File: src/rtl/shared_mem_arbiter.sv
// shared_mem_arbiter: round-robin sharing of one single-ported BRAM between
// NUM_CORES cores. One transaction is issued per cycle through a registered
// issue stage. A two-stage tag pipeline returns a one-hot completion strobe
// to the issuing core. Per-core saturating counters record contention stalls.
//
// Handshake: a core holds core_read/core_write (plus address and data) high
// until core_accept for that core is high. The request is consumed in that
// same cycle, and the core may present a new request in the next cycle.
// core_valid pulses for exactly one cycle, two cycles after the accept, for
// both reads and writes.
module shared_mem_arbiter #(
  parameter int NUM_CORES    = 2,
  parameter int DATA_WIDTH   = 32,
  parameter int ADDRESS_BITS = 32
) (
  input  logic                             clock,
  input  logic                             reset,
  input  logic [NUM_CORES-1:0]             core_read,
  input  logic [NUM_CORES-1:0]             core_write,
  input  logic [NUM_CORES*ADDRESS_BITS-1:0] core_address,
  input  logic [NUM_CORES*DATA_WIDTH-1:0]  core_data_in,
  output logic [NUM_CORES-1:0]             core_accept,
  output logic [NUM_CORES-1:0]             core_valid,
  output logic [DATA_WIDTH-1:0]            core_data_out,
  output logic                             mem_read,
  output logic                             mem_write,
  output logic [ADDRESS_BITS-1:0]          mem_address,
  output logic [DATA_WIDTH-1:0]            mem_data_in,
  input  logic [DATA_WIDTH-1:0]            mem_data_out,
  output logic [NUM_CORES*32-1:0]          stall_count
);

  localparam int PTR_W = (NUM_CORES > 1) ? $clog2(NUM_CORES) : 1;

  logic [PTR_W-1:0]        rr_ptr;
  logic [NUM_CORES-1:0]    request;
  logic [ADDRESS_BITS-1:0] addr_arr [NUM_CORES];
  logic [DATA_WIDTH-1:0]   data_arr [NUM_CORES];
  logic [31:0]             stall_q  [NUM_CORES];

  logic                    grant_valid;
  logic [PTR_W-1:0]        grant_idx;
  logic                    sel_write;
  logic [ADDRESS_BITS-1:0] sel_addr;
  logic [DATA_WIDTH-1:0]   sel_data;

  // Tag pipeline: valid + issuing core index. Reads and writes are
  // acknowledged identically, so the access type is not carried.
  logic                    tag1_valid, tag2_valid;
  logic [PTR_W-1:0]        tag1_idx, tag2_idx;

  assign request = core_read | core_write;

  // Unpack the flat per-core buses into arrays indexed by core number
  for (genvar i = 0; i < NUM_CORES; i++) begin : g_unpack
    assign addr_arr[i] = core_address[i*ADDRESS_BITS +: ADDRESS_BITS];
    assign data_arr[i] = core_data_in[i*DATA_WIDTH +: DATA_WIDTH];
    assign stall_count[i*32 +: 32] = stall_q[i];
  end

  // Round-robin search starting at rr_ptr; the candidate index is reduced
  // modulo NUM_CORES so non-power-of-two core counts never go out of range
  always_comb begin
    logic [PTR_W:0]   cand_sum;
    logic [PTR_W-1:0] cand;
    grant_valid = 1'b0;
    grant_idx   = '0;
    sel_write   = 1'b0;
    sel_addr    = '0;
    sel_data    = '0;
    cand_sum    = '0;
    cand        = '0;
    for (int k = 0; k < NUM_CORES; k++) begin
      cand_sum = {1'b0, rr_ptr} + (PTR_W+1)'(k);
      if (cand_sum >= (PTR_W+1)'(NUM_CORES)) cand_sum = cand_sum - (PTR_W+1)'(NUM_CORES);
      cand = cand_sum[PTR_W-1:0];
      if (!grant_valid && request[cand]) begin
        grant_valid = 1'b1;
        grant_idx   = cand;
        sel_write   = core_write[cand];
        sel_addr    = addr_arr[cand];
        sel_data    = data_arr[cand];
      end
    end
    if (reset) grant_valid = 1'b0;
  end

  // One-hot accept and completion strobes decoded from the indices
  always_comb begin
    core_accept = '0;
    core_valid  = '0;
    for (int i = 0; i < NUM_CORES; i++) begin
      core_accept[i] = grant_valid && (grant_idx == PTR_W'(i));
      core_valid[i]  = tag2_valid && (tag2_idx == PTR_W'(i));
    end
  end

  assign core_data_out = mem_data_out;

  // Pointer advances past the granted core, wrapping at NUM_CORES-1
  always_ff @(posedge clock or posedge reset) begin
    if (reset) begin
      rr_ptr <= '0;
    end else if (grant_valid) begin
      if (grant_idx == PTR_W'(NUM_CORES-1)) rr_ptr <= '0;
      else                                  rr_ptr <= grant_idx + 1'b1;
    end
  end

  // Issue stage: enables follow the grant; address/data hold when idle.
  // A write wins over a read asserted in the same request.
  always_ff @(posedge clock or posedge reset) begin
    if (reset) begin
      mem_read    <= 1'b0;
      mem_write   <= 1'b0;
      mem_address <= '0;
      mem_data_in <= '0;
    end else begin
      mem_read  <= grant_valid && !sel_write;
      mem_write <= grant_valid && sel_write;
      if (grant_valid) begin
        mem_address <= sel_addr;
        mem_data_in <= sel_data;
      end
    end
  end

  // Tag pipeline aligned with the issue stage and the BRAM read latency
  always_ff @(posedge clock or posedge reset) begin
    if (reset) begin
      tag1_valid <= 1'b0;
      tag1_idx   <= '0;
      tag2_valid <= 1'b0;
      tag2_idx   <= '0;
    end else begin
      tag1_valid <= grant_valid;
      tag1_idx   <= grant_idx;
      tag2_valid <= tag1_valid;
      tag2_idx   <= tag1_idx;
    end
  end

  // Saturating per-core stall counters: requesting but not accepted
  always_ff @(posedge clock or posedge reset) begin
    if (reset) begin
      for (int i = 0; i < NUM_CORES; i++) stall_q[i] <= '0;
    end else begin
      for (int i = 0; i < NUM_CORES; i++) begin
        if (request[i] && !core_accept[i] && (stall_q[i] != 32'hFFFF_FFFF))
          stall_q[i] <= stall_q[i] + 32'd1;
      end
    end
  end

endmodule
File: config.mk
export PLATFORM = sky130hd
export DESIGN_NAME = shared_mem_arbiter
export DESIGN_NICKNAME = d
export VERILOG_FILES = /design/src/rtl/shared_mem_arbiter.sv
export SDC_FILE = /design/constraint.sdc
export NUM_CORES = 1
export LEC_CHECK = 0
export ABC_AREA = 1
export CORE_MARGIN = 2
export CORE_UTILIZATION = 35
export CTS_CLUSTER_SIZE = 14
export DETAILED_ROUTE_END_ITERATION = 7
export PLACE_DENSITY_LB_ADDON = 0.2
export REMOVE_ABC_BUFFERS = 1
export SYNTH_ARGS = -nofsm -noshare
export SYNTH_HDL_FRONTEND = slang
export SYNTH_SLANG_ARGS = --single-unit
File: constraint.sdc
create_clock -name clock -period 5.4 [get_ports clock]
set_clock_uncertainty 0.15 [all_clocks]
set_input_delay 0.81 -clock clock [delete_from_list [all_inputs] [get_ports clock]]
set_output_delay 0.81 -clock clock [all_outputs]
set_load 0.005 [all_outputs]
==> results of run 1 <==
==> cell usage in the layout (no fill, tap or decap), types with 4 or more instances in the layout <==
master                              n
sky130_fd_sc_hd__dfrtp_1          135
sky130_fd_sc_hd__nor2_2             4
sky130_fd_sc_hd__o21ai_1           24
sky130_fd_sc_hd__buf_4              4
sky130_fd_sc_hd__nand2_4            4
sky130_fd_sc_hd__clkdlybuf4s50_1  267
sky130_fd_sc_hd__nand2_2            5
sky130_fd_sc_hd__inv_1            118
sky130_fd_sc_hd__nand2_1          508
sky130_fd_sc_hd__nand3b_1           4
sky130_fd_sc_hd__nand3_1           96
sky130_fd_sc_hd__o21ai_0           48
sky130_fd_sc_hd__nor2_4             5
sky130_fd_sc_hd__xor2_1            19
sky130_fd_sc_hd__clkbuf_8           4
sky130_fd_sc_hd__clkbuf_16         17
sky130_fd_sc_hd__xnor2_1            9
sky130_fd_sc_hd__nor2_1           105
==> flip-flops by register name, summed over array words and instances, names as in the netlist <==
| signal | count |
|---|---|
| mem_data_in | 32 |
| tag2_idx | 1 |
| mem_read | 1 |
| mem_address | 32 |
| mem_write | 1 |
| stall_count | 64 |
| tag2_valid | 1 |
| tag1_idx | 1 |
| tag1_valid | 1 |
| rr_ptr | 1 |
==> stage by stage <==
stage / power [uW] / cells
2_1_floorplan: 1530 / 1100
3_3_place_gp: 1960 / 1656
3_5_place_dp: 1970 / 1656
4_1_cts: 3230 / 1688
5_1_grt: 3350 / 1688
6_report: 3170 / 1688
==> power groups by stage <==
stage	clock, uW	combinational [uW]	sequential, uW
after floorplan	0	296	1240
after detailed placement	0	735	1240
after global routing	1310	802	1240
after global placement	0	728	1230
after CTS	1270	739	1220
final	1230	723	1220
==> cell families after synthesis <==
group | share of synthesized area [%]
AO/OA/AOI/OAI | 4.92
XOR/XNOR | 3.07
adder cells (fa/ha/maj) | 0.314
buffers and inverters | 11.7
flip-flops | 42.3
AND/OR/NAND/NOR | 37.7
==> final cells by class <==
type                            count  area (um2)
Clock inverter                     10         143
Clock buffer                       22         484
Tap cell                          285         357
Multi-Input combinational cell    842        3680
Inverter                          123         472
Fill cell                        2250       11300
Sequential cell                   135        3380
Timing Repair Buffer              271        2700
==> path summary, 6_finish.rpt <==
check	start	end
setup / recovery	core_write[1]	core_accept[0]
hold / removal	tag1_idx$_DFF_PP0_	tag2_idx$_DFF_PP0_
setup reg to reg	stall_count[0]$_DFFE_PP0P_	stall_count[26]$_DFFE_PP0P_
hold reg to reg	tag1_idx$_DFF_PP0_	tag2_idx$_DFF_PP0_
max in group asynchronous	reset	mem_data_in[16]$_DFFE_PP0N_
min in group asynchronous	reset	stall_count[62]$_DFFE_PP0P_
==> metal layers <==
metal | routed length (um) | GRT usage (%) | vias to the layer above
met5 | 40 | 0 | -
met4 | 344 | 5.34 | 6
met3 | 2200 | 7.91 | 26
met2 | 11600 | 33.7 | 248
met1 | 11600 | 27.7 | 3479
li1 | - | - | 4014
==> worst reg2reg max path: stages, from the launching register on <==
cell,delay [ns]
sky130_fd_sc_hd__dfrtp_1,0.46
sky130_fd_sc_hd__ha_1,0.30
sky130_fd_sc_hd__inv_1,0.10
sky130_fd_sc_hd__nor2_4,0.16
sky130_fd_sc_hd__nand2_2,0.11
sky130_fd_sc_hd__nor2_4,0.18
sky130_fd_sc_hd__nand2_2,0.09
sky130_fd_sc_hd__nand2_4,0.30
sky130_fd_sc_hd__inv_4,0.21
sky130_fd_sc_hd__nand2_1,0.14
sky130_fd_sc_hd__nand2_1,0.05
==> summary.txt, run 1 <==
Placement
  • Input/output buffers: 267
  • Post-placement cell area: 10600 um2
  • Worst setup slack before clock tree synthesis: 2.02 ns
  • Placed wire-length estimate: 18700 um
  • Routability congestion estimate: 0.827

Timing
  • Final Hold Violating Endpoints: 0
  • Final worst slack: 2.04 ns
  • Final total negative setup slack: 0 ns
  • Number of max-slew violations in the final report: 0
  • Min cycle time layout: 3.36 ns
  • Transition time of the tightest slew-check pin: 1.15 ns
  • Setup Viol. Count Final: 0
  • Setup repair after global routing missed its margin: no
  • Tcrit/Tclk final: 62.3%
  • Max-Slew Margin vs Limit: 23.6%
  • Final worst hold slack: 0.195 ns
  • Highest clock frequency the design can meet: 297 MHz

Clock network
  • TritonCTS clock tree: built
  • H-Tree Level Count: 4
  • CTS Sinks: 135
  • Clock transition at the registers of the reported paths: 0.05 ns
  • Clock Tree Root: sky130_fd_sc_hd__clkbuf_16
  • Clock buffer count from CTS: 17
  • Hold-fix buffers, CTS: 0
  • Clock latency reported for the late side of the worst-skew pair: 0.42 ns
  • Post-CTS repair timing setup buffer count: 0
  • Resize count post-CTS: 0
  • Max Buffers Root-to-Sink: 2

Worst setup path
  • Worst r2r path cells: 10
  • Critical Path End Type: primary output
  • Sequence of cells on the critical path: clkdlybuf4s50_1 -> nor2_2 -> nor2_1 -> nor2_4 -> inv_1 -> nor2_1 -> clkdlybuf4s50_1
  • Number of buffers and inverters on the critical path: 3
  • Required arrival time at the worst endpoint: 4.44 ns
  • Logic depth of the worst path, buffers included: 7
  • Worst Setup Start Kind: input port
  • Signal arrival time at the worst endpoint: 2.40 ns
  • Cell class contributing the biggest share of worst-path delay: buffers and inverters
  • Minimum setup slack among reg-to-reg paths: 3.04 ns
  • Largest fanout on the critical path: 4
  • Crit Path Category: input port to primary output
  • Max stage delay on crit path: 0.54 ns
  • Cell with the largest stage delay on the worst path: sky130_fd_sc_hd__clkdlybuf4s50_1

Power
  • Share of total power consumed by net switching: 27.8%
  • Relative contribution of the clock network to total power: 38.7%
  • Static Leakage: 0.00512 uW
  • Gate power share: 22.8%
  • Max VDD drop: 187 uV
  • Cell Pwr Density: 283 nW/um2
  • P_int: 2290 uW
  • Sw power: 883 uW
  • Power share of the sequential group: 38.5%

Synthesis
  • Seq/Total Area, Yosys: 42.3%
  • Average size of a mapped cell: 6.82 um2
  • Share of the synthesized area in the top cell type: 42.3%
  • Leading post-synthesis cells by cell area: sky130_fd_sc_hd__dfrtp_1, sky130_fd_sc_hd__nand2_1, sky130_fd_sc_hd__nand3_1
  • Count of state elements after synthesis: 135
  • Synth Instances: 1170
  • Cell with the most instances after synthesis: sky130_fd_sc_hd__nand2_1
  • Leading post-synthesis cells by instance count: sky130_fd_sc_hd__nand2_1, sky130_fd_sc_hd__dfrtp_1, sky130_fd_sc_hd__inv_1, sky130_fd_sc_hd__nor2_1, sky130_fd_sc_hd__nand3_1
  • Post-synth top flop: sky130_fd_sc_hd__dfrtp_1
  • Warnings, synthesis: 0
  • Post-synth EDFFs: 0
  • Area of the mapped netlist: 7980 um2
  • Library cell occupying the most area in the post-synthesis netlist: sky130_fd_sc_hd__dfrtp_1
  • Proportion of register bits with asynchronous set or reset after synthesis: 100%
  • Unique masters post-synth: 28

Routing
  • Via count: 7773
  • Routed WL: 25800 um
  • Mean number of vias per cell: 4.60
  • Post-detailed-route DRC marker count: 0
  • ANT nets after route: 0
  • First-pass iteration count of the detailed router: 5
  • Routed length per instance: 15.3 um
  • Initial detailed-routing violation count: 468

Floorplanning
  • Area of the core: 22500 um2
  • Initial core utilization: 35.5%
  • Height of the chip: 155 um
  • Floorplan row count: 55
  • DIE WIDTH: 155 um
  • Io pins: 332
  • Die area: 24000 um2

Global routing
  • Largest net degree at the start of global routing: 72
  • Wire length of the first global-routing pass: 40000 um
  • Total GRT Usage: 21.3%
  • Number of global-route vias before repair: 7297
  • Remaining global-route overflow: 0
  • Initial antenna violation count: 3

Cells and area
  • Final #Nets: 1558
  • Total inserted antenna cells: 0
  • Final core utilization: 49.9%
  • Fraction of layout cells with a size suffix above 1: 4.35%
  • Post-synthesis to final-layout area growth: 40.6%
  • Final instance area: 11200 um2

Min path
  • Hold Path Cell Cnt: 0
  • Class of the tightest hold or removal check: flip-flop to flip-flop

Outcome
  • Status: finished clean

Job
  • Number of maximum-capacitance constraint violations: 0
No activity file was read; power rests on OpenSTA's default activity.
==> inputs of run 2 (changes only) <==
Clock period 5.4 ns to 3.3 ns, I/O delays scaled along.
==> summary.txt, run 2 (same netlist as run 1, synthesis figures left out) <==
Outcome
  • Status: finished clean

Power
  • Sum of internal, switching and leakage power: 5230 uW
  • Cell Pwr Density: 464 nW/um2
  • Max VDD drop: 324 uV
  • Static Leakage: 0.00515 uW

Floorplanning
  • Initial core utilization: 35.5%
  • Floorplan row count: 55
  • Die area: 24000 um2
  • Io pins: 332
  • Height of the chip: 155 um
  • DIE WIDTH: 155 um
  • Area of the core: 22500 um2

Clock network
  • Post-CTS repair timing setup buffer count: 0
  • Clock transition at the registers of the reported paths: 0.05 ns
  • Clock latency reported for the late side of the worst-skew pair: 0.42 ns
  • TritonCTS clock tree: built
  • Max Buffers Root-to-Sink: 2
  • CTS Sinks: 135
  • H-Tree Level Count: 4
  • Clock buffer count from CTS: 17
  • Hold-fix buffers, CTS: 0
  • Clock Tree Root: sky130_fd_sc_hd__clkbuf_16
  • Resize count post-CTS: 0

Timing
  • Setup Viol. Count Final: 0
  • Max-Slew Margin vs Limit: 50.2%
  • Final Hold Violating Endpoints: 0
  • Transition time of the tightest slew-check pin: 0.747 ns
  • Setup repair after global routing missed its margin: no
  • Number of max-slew violations in the final report: 0
  • Min cycle time layout: 2.76 ns
  • Final total negative setup slack: 0 ns
  • Tcrit/Tclk final: 83.6%
  • Highest clock frequency the design can meet: 363 MHz

Routing
  • Routed length per instance: 15.4 um
  • ANT nets after route: 0
  • Via count: 7867
  • Routed WL: 26000 um
  • Initial detailed-routing violation count: 528
  • First-pass iteration count of the detailed router: 5
  • Post-detailed-route DRC marker count: 0
  • Mean number of vias per cell: 4.65

Cells and area
  • Final instance count without filler cells: 1691
  • Post-synthesis to final-layout area growth: 41.4%
  • Commonest non-fill, non-tap cells in the layout: sky130_fd_sc_hd__nand2_1, sky130_fd_sc_hd__clkdlybuf4s50_1, sky130_fd_sc_hd__dfrtp_1
  • Final core utilization: 50.1%
  • Fraction of layout cells with a size suffix above 1: 4.55%
  • Total inserted antenna cells: 0
  • Largest register FFs: 64
  • Commonest non-fill, non-tap cell in the layout: sky130_fd_sc_hd__nand2_1
  • Final #Nets: 1561

Worst setup path
  • Critical Path End Type: primary output
  • Largest fanout on the critical path: 4
  • Sequence of cells on the critical path: clkdlybuf4s50_1 -> nor2_2 -> nor2_1 -> nor2_4 -> inv_1 -> nor2_1 -> clkdlybuf4s50_1
  • Cell with the largest stage delay on the worst path: sky130_fd_sc_hd__clkdlybuf4s50_1
  • Max stage delay on crit path: 0.52 ns
  • Crit Path Category: input port to primary output
  • Required arrival time at the worst endpoint: 2.65 ns
  • Worst Setup Start Kind: input port
  • Minimum setup slack among reg-to-reg paths: 1.01 ns
  • Signal arrival time at the worst endpoint: 2.11 ns

Placement
  • Routability congestion estimate: 0.826
  • Cell count after placement: 1659
  • Placed wire-length estimate: 18800 um
  • Input/output buffers: 267

Global routing
  • Remaining global-route overflow: 0
  • Number of global-route vias before repair: 7470
  • Largest net degree at the start of global routing: 136
  • Total GRT Usage: 21.5%
  • Initial antenna violation count: 3
  • Wire length of the first global-routing pass: 40600 um

Job
  • Number of maximum-capacitance constraint violations: 0

Min path
  • Class of the tightest hold or removal check: flip-flop to flip-flop
-- run 2: cell count changes in the layout (fill, tap and decap cells not counted), sizes merged --
cell  previous run  this run
buf              4         7
-- run 2: final cells by class --
type	count	area [um2]
Clock buffer	22	484
Clock inverter	10	143
Fill cell	2274	11200
Inverter	123	472
Multi-Input combinational cell	842	3680
Sequential cell	135	3380
Tap cell	285	357
Timing Repair Buffer	274	2760
-- run 2: routing by layer --
layer,track usage (%),up-vias,wire length [um]
li1,-,4001,-
met1,27.4,3585,11600
met2,35.0,247,11900
met3,8.02,28,2190
met4,4.85,6,290
met5,0,-,43
-- run 2: worst paths after layout --
path,cells after the start,endpoint,from
setup / recovery,7,core_accept[0],core_read[1]
hold / removal,0,tag2_idx$_DFF_PP0_,tag1_idx$_DFF_PP0_
setup reg to reg,10,stall_count[43]$_DFFE_PP0P_,stall_count[33]$_DFFE_PP0P_
hold reg to reg,0,tag2_idx$_DFF_PP0_,tag1_idx$_DFF_PP0_
max in group asynchronous,3,mem_data_in[13]$_DFFE_PP0N_,reset
min in group asynchronous,3,stall_count[50]$_DFFE_PP0P_,reset
-- run 2: worst max-delay path: cells and delay by family --
kind,cells,cell delay (ns)
AND/OR/NAND/NOR,4,0.60
buffers and inverters,3,1.02
-- run 2: report_power, final --
| group | total (uW) | internal, uW | switching, uW |
|---|---|---|---|
| registers | 2000 | 1840 | 157 |
| clock network | 2030 | 1270 | 754 |
| logic | 1210 | 642 | 565 |
-- run 2: stage by stage --
stage,hold slack (ns),worst slack (ns),cell area [um2]
floorplan,0.181,-1.45,7510
global placement,0.181,0.539,10700
detailed placement,0.187,0.493,10700
CTS,0.201,0.524,11300
global route,0.201,0.461,11300
finish,0.200,0.542,11300
==> inputs of run 3 (changes only) <==
Clock period 3.3 ns to 2.9 ns, I/O delays scaled along.
==> summary.txt, run 3 (same netlist as run 1, synthesis figures left out) <==
Routing
  • ANT nets after route: 0
  • First-pass iteration count of the detailed router: 5
  • Routed length per instance: 15.2 um
  • Routed WL: 25700 um
  • Mean number of vias per cell: 4.59
  • Post-detailed-route DRC marker count: 0
  • Via count: 7761
  • Initial detailed-routing violation count: 463

Global routing
  • Wire length of the first global-routing pass: 40700 um
  • Largest net degree at the start of global routing: 136
  • Remaining global-route overflow: 0
  • Number of global-route vias before repair: 7508
  • Total GRT Usage: 21.7%
  • Initial antenna violation count: 2

Worst setup path
  • Sequence of cells on the critical path: clkdlybuf4s50_1 -> nor2_2 -> nor2_1 -> nor2_4 -> inv_1 -> nor2_1 -> clkdlybuf4s50_1
  • Worst Setup Start Kind: input port
  • Critical Path End Type: primary output
  • Cell with the largest stage delay on the worst path: sky130_fd_sc_hd__clkdlybuf4s50_1
  • Crit Path Category: input port to primary output
  • Max stage delay on crit path: 0.56 ns
  • Largest fanout on the critical path: 4
  • Signal arrival time at the worst endpoint: 2.05 ns
  • Required arrival time at the worst endpoint: 2.32 ns

Timing
  • Tcrit/Tclk final: 91.0%
  • Highest clock frequency the design can meet: 379 MHz
  • Setup repair after global routing missed its margin: no
  • Setup Viol. Count Final: 0
  • Transition time of the tightest slew-check pin: 0.783 ns
  • Min cycle time layout: 2.64 ns
  • Final Hold Violating Endpoints: 0
  • Number of max-slew violations in the final report: 0
  • Max-Slew Margin vs Limit: 47.8%

Clock network
  • Clock transition at the registers of the reported paths: 0.05 ns
  • H-Tree Level Count: 4
  • Clock latency reported for the late side of the worst-skew pair: 0.43 ns
  • TritonCTS clock tree: built
  • Post-CTS repair timing setup buffer count: 0
  • Resize count post-CTS: 0
  • Max Buffers Root-to-Sink: 2
  • Clock buffer count from CTS: 17
  • Clock Tree Root: sky130_fd_sc_hd__clkbuf_16
  • CTS Sinks: 135
  • Hold-fix buffers, CTS: 0

Placement
  • Routability congestion estimate: 0.902
  • Input/output buffers: 267
  • Post-placement cell area: 10700 um2
  • Placed wire-length estimate: 18700 um

Floorplanning
  • Floorplan row count: 55
  • Height of the chip: 155 um
  • DIE WIDTH: 155 um
  • Area of the core: 22500 um2
  • Die area: 24000 um2
  • Io pins: 332
  • Initial core utilization: 35.5%

Cells and area
  • Fraction of layout cells with a size suffix above 1: 4.48%
  • Largest register FFs: 64
  • Commonest non-fill, non-tap cells in the layout: sky130_fd_sc_hd__nand2_1, sky130_fd_sc_hd__clkdlybuf4s50_1, sky130_fd_sc_hd__dfrtp_1
  • Commonest non-fill, non-tap cell in the layout: sky130_fd_sc_hd__nand2_1
  • Final #Nets: 1562
  • Post-synthesis to final-layout area growth: 41.0%
  • Total inserted antenna cells: 0
  • Final instance area: 11300 um2

Power
  • Max VDD drop: 364 uV
  • Cell Pwr Density: 522 nW/um2
  • Static Leakage: 0.00514 uW
  • Sum of internal, switching and leakage power: 5880 uW

Outcome
  • Status: finished clean

Min path
  • Class of the tightest hold or removal check: flip-flop to flip-flop

Job
  • Number of maximum-capacitance constraint violations: 0
## run 3: cell types whose count changed in the layout (fill, tap and decap cells not counted)
cell,change
sky130_fd_sc_hd__inv_6,+1
sky130_fd_sc_hd__buf_4,+1
sky130_fd_sc_hd__clkbuf_8,-3
sky130_fd_sc_hd__clkinv_4,-1
sky130_fd_sc_hd__clkinvlp_4,+1
## run 3: worst max-delay path, delay by kind of cell
| kind | cells | cell delay [ns] |
|---|---|---|
| buffers and inverters | 3 | 1.06 |
| AND/OR/NAND/NOR | 4 | 0.54 |
## run 3: area by class of cell
cell class | instances | area [um2]
Multi-Input combinational cell | 842 | 3680
Clock buffer | 19 | 443
Timing Repair Buffer | 275 | 2770
Clock inverter | 11 | 150
Tap cell | 285 | 357
Sequential cell | 135 | 3380
Inverter | 123 | 472
Fill cell | 2273 | 11200
## run 3: metal layers
layer	share of wire [%]	up-vias	track usage (%)	routed length [um]
met5	0.097	-	0	25
met3	8.3	20	8.11	2120
met2	46	252	34.8	11800
met4	0.98	4	5.47	252
li1	-	3998	-	-
met1	45	3487	27.6	11500
## run 3: power breakdown
group	leakage (uW)	internal [uW]	switching, uW
clock network	0.000286	1370	871
logic	0.00316	731	635
registers	0.00170	2100	176
total	0.00514	4200	1680
## run 3: through the flow
stage | hold slack, ns | setup WS [ns] | util (%) | setup TNS (ns) | cells
6_report | 0.196 | 0.262 | 50.0 | 0 | 1690
5_1_grt | 0.214 | 0.106 | 50.0 | 0 | 1690
4_1_cts | 0.197 | 0.232 | 50.0 | 0 | 1690
3_5_place_dp | 0.185 | 0.240 | 47.4 | 0 | 1660
3_3_place_gp | 0.183 | 0.279 | 47.4 | 0 | 1660
2_1_floorplan | 0.181 | -1.79 | - | -286.66 | 1100
## run 3: worst paths after layout
path / start / end / slack (ns) / cells past startpoint
min reg2reg: tag1_valid$_DFF_PP0_ / tag2_valid$_DFF_PP0_ / 0.20 / 0
min in group asynchronous: reset / rr_ptr$_DFFE_PP0N_ / 0.66 / 3
max in group asynchronous: reset / stall_count[21]$_DFFE_PP0P_ / 1.32 / 3
max reg2reg: stall_count[0]$_DFFE_PP0P_ / stall_count[21]$_DFFE_PP0P_ / 0.66 / 10
min: tag1_valid$_DFF_PP0_ / tag2_valid$_DFF_PP0_ / 0.20 / 0
max: core_write[1] / core_accept[0] / 0.26 / 7
